[config.mk]
export PLATFORM = sky130hd
export DESIGN_NAME = fifo_ctrl
export DESIGN_NICKNAME = d
export VERILOG_FILES = /design/src/rtl/fifo_ctrl.sv
export SDC_FILE = /design/constraint.sdc
export NUM_CORES = 1
export LEC_CHECK = 0
export CORE_AREA = 2 2 39 41
export CTS_BUF_LIST = sky130_fd_sc_hd__clkbuf_4
export DETAILED_ROUTE_END_ITERATION = 12
export DIE_AREA = 0 0 41 43
export PLACE_DENSITY = 0.66
export SETUP_SLACK_MARGIN = 0.2
export SYNTH_ARGS = -nofsm -noshare
export SYNTH_HDL_FRONTEND = slang
export SYNTH_SLANG_ARGS = --single-unit
[constraint.sdc]
create_clock -name clk -period 2 [get_ports clk]
set_input_delay 0.4 -clock clk [delete_from_list [all_inputs] [get_ports clk]]
set_output_delay 0.4 -clock clk [all_outputs]
set_load 0.01 [all_outputs]
[src/rtl/fifo_ctrl.sv]
// Pointer/flag controller that turns a 2**W-entry register file into a show-ahead FIFO.
// It holds no data; it drives the file's write strobe and both address ports.
module fifo_ctrl #(
    parameter int W         = 2,
    parameter int AF_THRESH = 3
) (
    input  logic         clk,
    input  logic         reset,
    input  logic         wr,
    input  logic         rd,
    output logic         wr_en,
    output logic [W-1:0] w_addr,
    output logic [W-1:0] r_addr,
    output logic         full,
    output logic         empty,
    output logic         almost_full,
    output logic [W:0]   count,
    output logic         overflow,
    output logic         underflow
);

    localparam logic [W:0]   DEPTH  = (W+1)'(1 << W);
    localparam logic [W:0]   AF_LVL = (W+1)'(AF_THRESH);
    localparam logic [W:0]   CNT_1  = (W+1)'(1);
    localparam logic [W-1:0] PTR_1  = W'(1);

    logic [W-1:0] w_ptr;
    logic [W-1:0] r_ptr;
    logic         push;
    logic         pop;

    // Flags decode straight from the registered count, so they carry no extra latency.
    assign full        = (count == DEPTH);
    assign empty       = (count == '0);
    assign almost_full = (count >= AF_LVL);

    // A full FIFO still takes a write when the same edge frees a slot.
    assign push   = wr & (~full | rd);
    assign pop    = rd & ~empty;
    assign wr_en  = push & ~reset;
    assign w_addr = w_ptr;
    assign r_addr = r_ptr;

    always_ff @(posedge clk) begin
        if (reset) begin
            w_ptr     <= '0;
            r_ptr     <= '0;
            count     <= '0;
            overflow  <= 1'b0;
            underflow <= 1'b0;
        end else begin
            if (push) w_ptr <= w_ptr + PTR_1;
            if (pop)  r_ptr <= r_ptr + PTR_1;
            case ({push, pop})
                2'b10:   count <= count + CNT_1;
                2'b01:   count <= count - CNT_1;
                default: count <= count;
            endcase
            // Rejected operations only leave a sticky error behind.
            if (wr & full & ~rd) overflow  <= 1'b1;
            if (rd & empty)      underflow <= 1'b1;
        end
    end

endmodule

==> summary.md, run 1 <==
| Metric | Value |
|---|---|
| Path category of the worst min-delay check | reg2reg |
| First-pass GRT wire length | 1794 µm |
| Final standard cell utilization of the core | 0.5832 |
| Via count | ~470 |
| Total clock buffers created by CTS | 3 |
| Clock sink count | 9 |
| Setup repair after global routing missed its margin | yes |
| Final Max Tran Viols | 0 |
| Pleak | 0.3415 nW |
| Clock skew | 0.001474 ns |
| Global-route usage over all layers | 0.1483 |
| Initial standard-cell utilization of the core | 0.3228 |
| Drt wl/cell | between 10 and 15 µm |
| Setup TNS Final | 0 ns |
| Run status | complete, no violations |
| Setup Viol. Count Final | 0 |
| Top-area cell type share of the netlist area | 0.4034 |
| Diodes inserted | 0 |
| Cell Chain, Critical Path | nor3b_4 > a21bo_4 > ha_4 > inv_2 > fa_2 > xor2_1 > or3_1 > a21oi_1 |
| Slowest cell on the critical path | sky130_fd_sc_hd__dfxtp_4 |
| Number of fill cells | 129 |
| Crit Path Category | reg2reg |
| Transition time of the tightest slew-check pin | 0.1702 ns |
| Horiz. Die Dim | 41 µm |
| Period minus WS final | 1.913 ns |
| Number of nets produced by synthesis | 56 |
| Required @ worst endpoint | roughly 2.2 ns |
| Max-cap violations | 0 |
| Pin count of the biggest net entering global routing | 12 |
| Final-report hold violation count | 0 |
| Share of synthesized area occupied by flip-flops and latches | 0.4034 |
| Maximum net fanout on the critical path | 6 |
| Die Area | 1763 µm² |
| Largest area contributor in the netlist | sky130_fd_sc_hd__dfxtp_1 |
| Final #Nets | between 90 and 100 |
| Input/output buffers | 16 |
| Number of vias per cell | 4.650 |
| Yosys reg bits | 9 |
| Root Driver | sky130_fd_sc_hd__clkbuf_4 |
| DIE HEIGHT | 43 µm |
| Routed Antenna Nets | 0 |
| Share of final-layout standard cells stronger than drive strength 1 | 0.4405 |
| Largest voltage drop on the vdd net | 0.0006768 V |
| Clock input transition at the sequential cells of the worst setup and hold paths | 0.06 ns |
| Total wire length after detailed routing | about 1100 µm |
| Worst stage delay on the critical path | 0.38 ns |
| TritonCTS clock tree | done |
| Layout overhead on the synthesized area | 80.67% |
| Crit path capture type | flip-flop |
| Setup Slack @ Placement | -0.3455 ns |
| Relative slew slack | 0.8864 |
| Standard-cell row count | 14 |
| Initial drt markers | 1 |
| Cell variety after synth | 19 |
| Hold-fix buffers at CTS | 0 |
| Detailed Routing Iterations Pass 1 | 2 |
| Cell count after synthesis | 50 |
| Placeable core region | 1384 µm² |
| Number of placed I/O pins | 17 |
| Depth of the CTS H-tree | 1 |
| Post-synthesis average cell area | roughly 8.9 µm² |
| Cell Pwr Density | 1383 nW/µm² |
| Remaining global-route overflow | 0 |
| Final cell area excluding filler cells | 807.0 µm² |
| HPWL Detailed | 746.9 µm |
| Arrival time of the worst setup path | 2.10 ns |
| Fmax | 522.8 MHz |
| DRC violation count after routing | 0 |
| Max Root-Sink Buffers | 2 |
| Antenna violations before repair | 0 |
| CP Launch Type | flip-flop |
| Worst-Skew Late Latency | 0.26 ns |
| Weighted congestion reported at the end of routability-driven placement | 0.7921 |
| Total placed instance area | 714.4 µm² |
| Fraction of the cycle the final worst path needs | 0.9564 |
| Synth warn | 0 |
| Vias in the first global route | 425 |
| Cell Area, Synth | 446.7 µm² |
| Final critical-path setup slack | 0.08715 ns |
| Cell types occupying the most area after synthesis | sky130_fd_sc_hd__dfxtp_1, sky130_fd_sc_hd__nor2_1, sky130_fd_sc_hd__a21oi_1 |
[report_power, final]
| part | internal [mW] | switching (mW) | total, mW |
|---|---|---|---|
| Clock | 0.0905 | 0.0645 | 0.155 |
| Combinational | 0.369 | 0.263 | 0.632 |
| Sequential | 0.246 | 0.0838 | 0.330 |
[cells by family after synthesis]
kind of cell,count (synthesis),synth area share
DFF,9,0.4034
muxes,2,0.05881
xor gates and xnor gates,2,0.03922
AOI/OAI and AO/OA,12,0.1569
adders and majority gates,2,0.07283
buffers and inverters,5,0.04200
and+or+nand+nor,18,0.2269
[synth_stat cells]
| library cell | count |
|---|---|
| sky130_fd_sc_hd__a21o_2 | 1 |
| sky130_fd_sc_hd__or3_1 | 3 |
| sky130_fd_sc_hd__a21oi_1 | 6 |
| sky130_fd_sc_hd__nor2_1 | 9 |
| sky130_fd_sc_hd__fa_1 | 1 |
| sky130_fd_sc_hd__nor3_2 | 1 |
| sky130_fd_sc_hd__o21ai_0 | 3 |
| sky130_fd_sc_hd__inv_1 | 4 |
| sky130_fd_sc_hd__a21bo_2 | 1 |
| sky130_fd_sc_hd__mux2_1 | 1 |
| sky130_fd_sc_hd__mux2_4 | 1 |
| sky130_fd_sc_hd__xor2_1 | 2 |
| sky130_fd_sc_hd__nor2b_1 | 2 |
| sky130_fd_sc_hd__nor3b_4 | 1 |
| sky130_fd_sc_hd__dfxtp_1 | 9 |
| sky130_fd_sc_hd__nand2_1 | 2 |
| sky130_fd_sc_hd__ha_1 | 1 |
| sky130_fd_sc_hd__clkbuf_1 | 1 |
| sky130_fd_sc_hd__a31oi_1 | 1 |
[per-stage QoR]
stage          total power [mW]  hold WS, ns  std cells
6_report                  1.116       0.4724        100
5_1_grt                   1.201       0.4919        100
4_1_cts                   1.082       0.4747         97
3_5_place_dp             0.8659       0.4600         90
3_3_place_gp             0.8608       0.4502         90
2_1_floorplan            0.5857       0.5022         50
[cell usage in the layout (no fill, tap or decap), types with 2 or more instances in the layout]
cell type                         Yosys  routed
sky130_fd_sc_hd__buf_4                0      15
sky130_fd_sc_hd__a21oi_1              6       5
sky130_fd_sc_hd__inv_2                0       2
sky130_fd_sc_hd__xor2_1               2       2
sky130_fd_sc_hd__nor2_1               9       6
sky130_fd_sc_hd__clkdlybuf4s50_1      0      11
sky130_fd_sc_hd__clkbuf_4             0       4
sky130_fd_sc_hd__dfxtp_1              9       6
sky130_fd_sc_hd__dlygate4sd2_1        0       3
sky130_fd_sc_hd__nor2b_1              2       2
sky130_fd_sc_hd__inv_1                4       2
sky130_fd_sc_hd__dfxtp_4              0       3
sky130_fd_sc_hd__nand2_1              2       2
sky130_fd_sc_hd__nor2_2               0       2
sky130_fd_sc_hd__o21ai_0              3       3
sky130_fd_sc_hd__or3_1                3       3
[path summary, 6_finish.rpt]
| kind | startpoint | slack, ns | to | depth (start not counted) |
|---|---|---|---|---|
| min reg2reg | underflow | 0.47 | underflow | 2 |
| max reg2reg | count[1] | 0.09 | count[2] | 8 |
| min | underflow | 0.47 | underflow | 2 |
| max | count[1] | 0.09 | count[2] | 8 |
[metal layers]
layer  GRT usage  wire (µm)
met1      0.1993        495
met2      0.2125        503
met3     0.01571         55
met4      0.1000         18
met5           0          0
[sequential cells by signal, indices dropped and copies added (netlist names)]
register,cells
count,3
overflow,1
w_addr,2
underflow,1
r_addr,2
[layout make-up]
class | count | area, µm² | area share
multi-input cells | 36 | 291.5 | 0.3612
repair buffers | 31 | 259.0 | 0.3209
flip-flops and latches | 9 | 191.4 | 0.2372
clock buffers | 4 | 30.03 | 0.03721
well taps | 16 | 20.02 | 0.02481
inverters | 4 | 15.01 | 0.01860
[critical path, delay by kind of cell, from the launching register on]
family	cells	cell delay, ns
compound gates	2	0.28
xor+xnor	1	0.15
fa+ha+maj	2	0.46
buf+inv	1	0.04
flops	1	0.38
simple gates	2	0.53
[repair_timing]
action                                  CTS  global route
pin swaps                                 3             2
cloned                                    0             0
buffers inserted                          3             3
gates resized for setup                  11             8
hold endpoints to repair                  0             0
endpoints found under the setup margin    5             4
No activity file was read; power rests on OpenSTA's default activity.
==> run 2: changes to the inputs <==
--- a/config.mk
+++ b/config.mk
@@ -9,7 +9,6 @@
 export CTS_BUF_LIST = sky130_fd_sc_hd__clkbuf_4
 export DETAILED_ROUTE_END_ITERATION = 12
 export DIE_AREA = 0 0 41 43
-export PLACE_DENSITY = 0.66
 export SETUP_SLACK_MARGIN = 0.2
 export SYNTH_ARGS = -nofsm -noshare
 export SYNTH_HDL_FRONTEND = slang
==> constraint.sdc (replaced) <==
create_clock -name clk -period 2.3 [get_ports clk]
set_input_delay 0.46 -clock clk [delete_from_list [all_inputs] [get_ports clk]]
set_output_delay 0.46 -clock clk [all_outputs]
set_load 0.01 [all_outputs]
==> run 2 against run 1 <==
Compared with the run above: critical path depth fell by 5; total power fell by 19%; hold slack improved by 0.0041 ns; global-route usage fell by 0.71 points; register-to-register slack improved by 0.23 ns; sequential cell count did not move; non-clock buffer count did not move; clock skew rose by 0.0054 ns; via count fell by 0.65%; critical path type is now reg2out.
==> summary.md, run 2 (synthesis results as in run 1) <==
| Metric | Value |
|---|---|
| DIE HEIGHT | 43 µm (unchanged) |
| Initial standard-cell utilization of the core | 0.3228 (unchanged) |
| TritonCTS clock tree | done (unchanged) |
| Relative slew slack | 0.8319 (was 0.8864) |
| Crit path max-delay family | buffers and inverters (was simple AND/OR/NAND/NOR gates) |
| Cell Pwr Density | 1141 nW/µm² (was 1383 nW/µm²) |
| Worst-Skew Late Latency | 0.26 ns (about the same) |
| Largest register FFs | 3 (unchanged) |
| Fraction of the cycle the final worst path needs | 0.8762 |
| Depth of the CTS H-tree | 1 (unchanged) |
| Input/output buffers | 16 (unchanged) |
| Share of final-layout standard cells stronger than drive strength 1 | 0.3571 (was 0.4405) |
| Final Max Tran Viols | 0 (unchanged) |
| Most used cells in the layout excluding fill and tap cells | sky130_fd_sc_hd__buf_4, sky130_fd_sc_hd__clkdlybuf4s50_1, sky130_fd_sc_hd__nor2_1 (was sky130_fd_sc_hd__buf_4, sky130_fd_sc_hd__clkdlybuf4s50_1, sky130_fd_sc_hd__nor2_1, sky130_fd_sc_hd__dfxtp_1, sky130_fd_sc_hd__a21oi_1) |
| Final #Nets | 91 (unchanged) |
| Total placed instance area | 678.2 µm² (was 714.4 µm²) |
| Max Root-Sink Buffers | 2 (unchanged) |
| Setup Viol. Count Final | 0 (unchanged) |
| Cell Chain, Critical Path | buf_4 > nor3_4 > clkdlybuf4s50_1 (was nor3b_4 > a21bo_4 > ha_4 > inv_2 > fa_2 > xor2_1 > or3_1 > a21oi_1) |
| Drt wl/cell | 10.70 µm (was 10.73 µm) |
| Required @ worst endpoint | 1.84 ns (was 2.19 ns) |
| Min-Delay Startpoint | underflow (unchanged) |
| Clock sink count | 9 (unchanged) |
| Final cell area excluding filler cells | 792.0 µm² (was 807.0 µm²) |
| Arrival time of the worst setup path | 1.56 ns (was 2.10 ns) |
| Global-route usage over all layers | 0.1413 (was 0.1483) |
| Maximum net fanout on the critical path | 7 (was 6) |
| Remaining global-route overflow | 0 (unchanged) |
| Number of buffer and inverter stages on the critical path | 2 (was 1) |
| Placeable core region | 1384 µm² (unchanged) |
| Number of vias per cell | 4.620 (was 4.650) |
| Pleak | 0.3486 nW (was 0.3415 nW) |
| First-pass GRT wire length | 1683 µm (was 1794 µm) |
| Routed Antenna Nets | 0 (unchanged) |
| Antenna violations before repair | 0 (unchanged) |
| Pin count of the biggest net entering global routing | 12 (unchanged) |
| Total power draw | 0.9038 mW (was 1.116 mW) |
| Run status | complete, no violations (unchanged) |
| Source of the worst register-to-register timing path | count[1] (unchanged) |
| Leading cell type in the layout, fill and taps excluded | sky130_fd_sc_hd__buf_4 (unchanged) |
| Max-cap violations | 0 (unchanged) |
| Path category of the worst min-delay check | reg2reg (unchanged) |
| Biggest register | count (unchanged) |
| Final critical-path setup slack | 0.2847 ns (was 0.08715 ns) |
| Number of placed I/O pins | 17 (unchanged) |
| Total wire length after detailed routing | 1070 µm (was 1073 µm) |
| Weighted congestion reported at the end of routability-driven placement | 0.7122 (was 0.7921) |
| Transition time of the tightest slew-check pin | 0.2513 ns (was 0.1702 ns) |
| Standard-cell row count | 14 (unchanged) |
| Slowest cell on the critical path | sky130_fd_sc_hd__clkdlybuf4s50_1 (was sky130_fd_sc_hd__dfxtp_4) |
| Layout overhead on the synthesized area | 77.31% (was 80.67%) |
| Total clock buffers created by CTS | 3 (unchanged) |
| Clock skew | 0.006837 ns (was 0.001474 ns) |
| Largest voltage drop on the vdd net | 0.0006838 V (was 0.0006768 V) |
| Vias in the first global route | 427 (was 425) |
| Horiz. Die Dim | 41 µm (unchanged) |
| Startpoint of the most critical setup path | count[2] (was count[1]) |
| Crit Path Category | reg2out (was reg2reg) |
| Detailed Routing Iterations Pass 1 | 3 (was 2) |
| Final-report hold violation count | 0 (unchanged) |
| HPWL Detailed | 749.2 µm (was 746.9 µm) |
| Setup Slack @ Placement | -0.1703 ns (was -0.3455 ns) |
| Setup repair after global routing missed its margin | no (was yes) |
| Fmax | 496.2 MHz |
| Root Driver | sky130_fd_sc_hd__clkbuf_4 (unchanged) |
| Diodes inserted | 0 (unchanged) |
| Hold-fix buffers at CTS | 0 (unchanged) |
| Period minus WS final | 2.015 ns |
| Clock input transition at the sequential cells of the worst setup and hold paths | 0.07 ns (was 0.06 ns) |
| Die Area | 1763 µm² (unchanged) |
| Crit path capture type | output pin (was flip-flop) |
| Initial drt markers | 6 (was 1) |
| Worst stage delay on the critical path | 0.59 ns (was 0.38 ns) |
| Via count | 462 (was 465) |
| DRC violation count after routing | 0 (unchanged) |
| CP Launch Type | flip-flop (unchanged) |
## run 2: power by group
group,switching [mW],internal [mW]
registers,0.0618,0.213
clock network,0.0596,0.0642
logic,0.208,0.297
total,0.329,0.574
## run 2: worst min-delay path: stages, from the launching register on
cell and delay, ns:
sky130_fd_sc_hd__dfxtp_1 0.33, sky130_fd_sc_hd__a21oi_1 0.04, sky130_fd_sc_hd__nor2_1 0.07
## run 2: final cells by class
class | instances | area, µm²
multi-input cells | 36 | 265.3
well taps | 16 | 20.02
flip-flops and latches | 9 | 191.4
inverters | 4 | 15.01
clock buffers | 3 | 22.52
repair buffers | 31 | 272.8
clock inverters | 1 | 5.005
fillers | 128 | 591.8
## run 2: timing repair
action | in CTS | in global routing
setup buffers | 4 | 4
pin swaps | 0 | 2
setup endpoints to repair | 3 | 1
gates cloned | 0 | 0
gates resized for setup | 4 | 8
## run 2: path summary, 6_finish.rpt
path / end / slack [ns] / depth (start not counted)
max: empty / 0.28 / 3
min: underflow / 0.48 / 2
max reg2reg: count[2] / 0.32 / 8
min reg2reg: underflow / 0.48 / 2
## run 2: layer usage
layer / global-route usage / vias to the layer above / part of all wire
met3: 0.04712 / 2 / 0.058
met2: 0.2156 / 14 / 0.49
met4: 0.06000 / 0 / 0.013
met5: 0 / - / 0
li1: - / 236 / -
met1: 0.1732 / 210 / 0.43
## run 2: metrics by stage
step           setup TNS [ns]    util  hold slack, ns  std cells
3_3_place_gp          -0.1631  0.4901          0.4516         88
3_5_place_dp          -0.2208  0.4901          0.4694         88
4_1_cts                     0  0.5344          0.4871         96
2_1_floorplan               0       -          0.5022         50
5_1_grt                     0  0.5723          0.5198        100
6_report                    0  0.5723          0.4765        100
==> run 3: changes to the inputs <==
--- a/config.mk
+++ b/config.mk
@@ -9,6 +9,7 @@
 export CTS_BUF_LIST = sky130_fd_sc_hd__clkbuf_4
 export DETAILED_ROUTE_END_ITERATION = 12
 export DIE_AREA = 0 0 41 43
+export RECOVER_POWER = 25
 export SETUP_SLACK_MARGIN = 0.2
 export SYNTH_ARGS = -nofsm -noshare
 export SYNTH_HDL_FRONTEND = slang
==> run 3 against run 2 <==
Compared with the run above: total power down 0.41%; via count up 0.22%; combinational power down 0.8%; die area unchanged; final area down 0.95%; sequential cell count unchanged; clock power about the same; setup slack about the same; maximum frequency about the same; first-iteration DRC count unchanged; critical endpoint unchanged.
==> summary.md, run 3 (synthesis results as in run 1) <==
| Metric | Value |
|---|---|
| Diodes inserted | 0 (unchanged) |
| Period minus WS final | 2.015 ns (about the same) |
| Placeable core region | 1384 µm² (unchanged) |
| Maximum net fanout on the critical path | 7 (unchanged) |
| Setup Slack @ Placement | -0.1703 ns (unchanged) |
| Reg2Reg Depth | 8 (unchanged) |
| TritonCTS clock tree | done (unchanged) |
| DRC violation count after routing | 0 (unchanged) |
| Pin count of the biggest net entering global routing | 12 (unchanged) |
| Remaining global-route overflow | 0 (unchanged) |
| Relative slew slack | 0.6846 (was 0.8319) |
| Required @ worst endpoint | 1.84 ns (about the same) |
| Final Max Tran Viols | 0 (unchanged) |
| Crit path capture type | output pin (unchanged) |
| Via count | 463 (was 462) |
| Hold-fix buffers at CTS | 0 (unchanged) |
| Detailed Routing Iterations Pass 1 | 3 (unchanged) |
| Instance count after placement with tap cells included | 88 (unchanged) |
| Slowest cell on the critical path | sky130_fd_sc_hd__clkdlybuf4s50_1 (unchanged) |
| Fraction of the cycle the final worst path needs | 0.8762 (about the same) |
| Crit path max-delay family | buffers and inverters (unchanged) |
| Number of buffer and inverter stages on the critical path | 2 (unchanged) |
| Max Root-Sink Buffers | 2 (unchanged) |
| Count of placed standard cells in the final layout, fillers left out | 100 (unchanged) |
| Routed Antenna Nets | 0 (unchanged) |
| Vias in the first global route | 427 (unchanged) |
| Layout overhead on the synthesized area | 75.63% (was 77.31%) |
| CP Launch Type | flip-flop (unchanged) |
| Path category of the worst min-delay check | reg2reg (unchanged) |
| Clock skew | 0.006890 ns (was 0.006837 ns) |
| Largest voltage drop on the vdd net | 0.0006837 V (was 0.0006838 V) |
| Max-cap violations | 0 (unchanged) |
| Setup TNS Final | 0 ns (unchanged) |
| Total clock buffers created by CTS | 3 (unchanged) |
| Input/output buffers | 16 (unchanged) |
| Most used cells in the layout excluding fill and tap cells | sky130_fd_sc_hd__buf_4, sky130_fd_sc_hd__clkdlybuf4s50_1, sky130_fd_sc_hd__nor2_1 (unchanged) |
| Leading cell type in the layout, fill and taps excluded | sky130_fd_sc_hd__buf_4 (unchanged) |
| Global-route usage over all layers | 0.1413 (unchanged) |
| Root Driver | sky130_fd_sc_hd__clkbuf_4 (unchanged) |
| Drt wl/cell | 10.71 µm (was 10.70 µm) |
| Initial drt markers | 6 (unchanged) |
| Largest register FFs | 3 (unchanged) |
| Fmax | 496.2 MHz (about the same) |
| Clock input transition at the sequential cells of the worst setup and hold paths | 0.07 ns (about the same) |
| Run status | complete, no violations (unchanged) |
| Number of vias per cell | 4.630 (was 4.620) |
| Final critical-path setup slack | 0.2847 ns (about the same) |
| Final #Nets | 91 (unchanged) |
| Share of final-layout standard cells stronger than drive strength 1 | 0.3333 (was 0.3571) |
| Setup repair after global routing missed its margin | no (unchanged) |
| Standard-cell row count | 14 (unchanged) |
| DIE HEIGHT | 43 µm (unchanged) |
| Weighted congestion reported at the end of routability-driven placement | 0.7122 (unchanged) |
| Total wire length after detailed routing | 1071 µm (was 1070 µm) |
| Biggest register | count (unchanged) |
| Final-report hold violation count | 0 (unchanged) |
| Final cell area excluding filler cells | 784.5 µm² (was 792.0 µm²) |
| Cell depth of the worst min-delay path | 2 (unchanged) |
| Initial standard-cell utilization of the core | 0.3228 (unchanged) |
| Horiz. Die Dim | 41 µm (unchanged) |
| Die Area | 1763 µm² (unchanged) |
| Depth of the CTS H-tree | 1 (unchanged) |
| Arrival time of the worst setup path | 1.56 ns (about the same) |
| Cell Pwr Density | 1147 nW/µm² (was 1141 nW/µm²) |
| Pleak | 0.3423 nW (was 0.3486 nW) |
| Cell Chain, Critical Path | buf_4 > nor3_4 > clkdlybuf4s50_1 (unchanged) |
| Final standard cell utilization of the core | 0.5669 (was 0.5723) |
| Transition time of the tightest slew-check pin | 0.4731 ns (was 0.2513 ns) |
| Antenna violations before repair | 0 (unchanged) |
| Number of cells on the critical path | 3 (unchanged) |
| HPWL Detailed | 749.2 µm (unchanged) |
| Setup Viol. Count Final | 0 (unchanged) |
| Worst stage delay on the critical path | 0.59 ns (about the same) |
| Clock sink count | 9 (unchanged) |
| Total placed instance area | 678.2 µm² (unchanged) |
| Number of placed I/O pins | 17 (unchanged) |
| Crit Path Category | reg2out (unchanged) |
| Worst-Skew Late Latency | 0.26 ns (about the same) |
| First-pass GRT wire length | 1683 µm (unchanged) |
==> run 3: cell type report <==
type | count | area [µm²]
Clock buffer | 3 | 22.52
Clock inverter | 1 | 5.005
Fill cell | 128 | 599.3
Inverter | 4 | 15.01
Multi-Input combinational cell | 36 | 261.5
Sequential cell | 9 | 191.4
Tap cell | 16 | 20.02
Timing Repair Buffer | 31 | 269.0
==> run 3: worst min-delay path, stage by stage, from the launching register on <==
cell,delay [ns]
sky130_fd_sc_hd__dfxtp_1,0.33
sky130_fd_sc_hd__a21oi_1,0.04
sky130_fd_sc_hd__nor2_1,0.07
==> run 3: final timing paths <==
check | start | endpoint | slack (ns)
max reg2reg | count[1] | count[2] | 0.32
min reg2reg | underflow | underflow | 0.48
min | underflow | underflow | 0.48
max | count[2] | empty | 0.28
==> run 3: where the power goes <==
group	total, mW	internal (mW)	switching (mW)
Combinational	0.501	0.294	0.208
Clock	0.124	0.0642	0.0596
Sequential	0.275	0.213	0.0618
Total	0.900	0.571	0.329
==> run 3: per-stage QoR <==
stage | total power [mW] | hold WS, ns
detailed placement | 0.6961 | 0.4694
finish | 0.9001 | 0.4765
floorplan | 0.4808 | 0.5022
CTS | 0.8586 | 0.4871
global route | 0.9756 | 0.5199
global placement | 0.6916 | 0.4516
==> run 3: layer usage <==
layer | global-route usage | wire (µm) | vias up
met4 | 0.06000 | 14 | 0
met1 | 0.1732 | 463 | 212
met5 | 0 | 0 | -
met3 | 0.04712 | 62 | 2
met2 | 0.2156 | 529 | 14
li1 | - | - | 235
==> run 3: what timing repair did <==
| action | CTS | global route |
|---|---|---|
| gates resized for setup | 4 | 8 |
| buffers inserted | 4 | 4 |
| pin swaps | 0 | 2 |
| endpoints found under the setup margin | 3 | 1 |
| hold endpoints to repair | 0 | 0 |
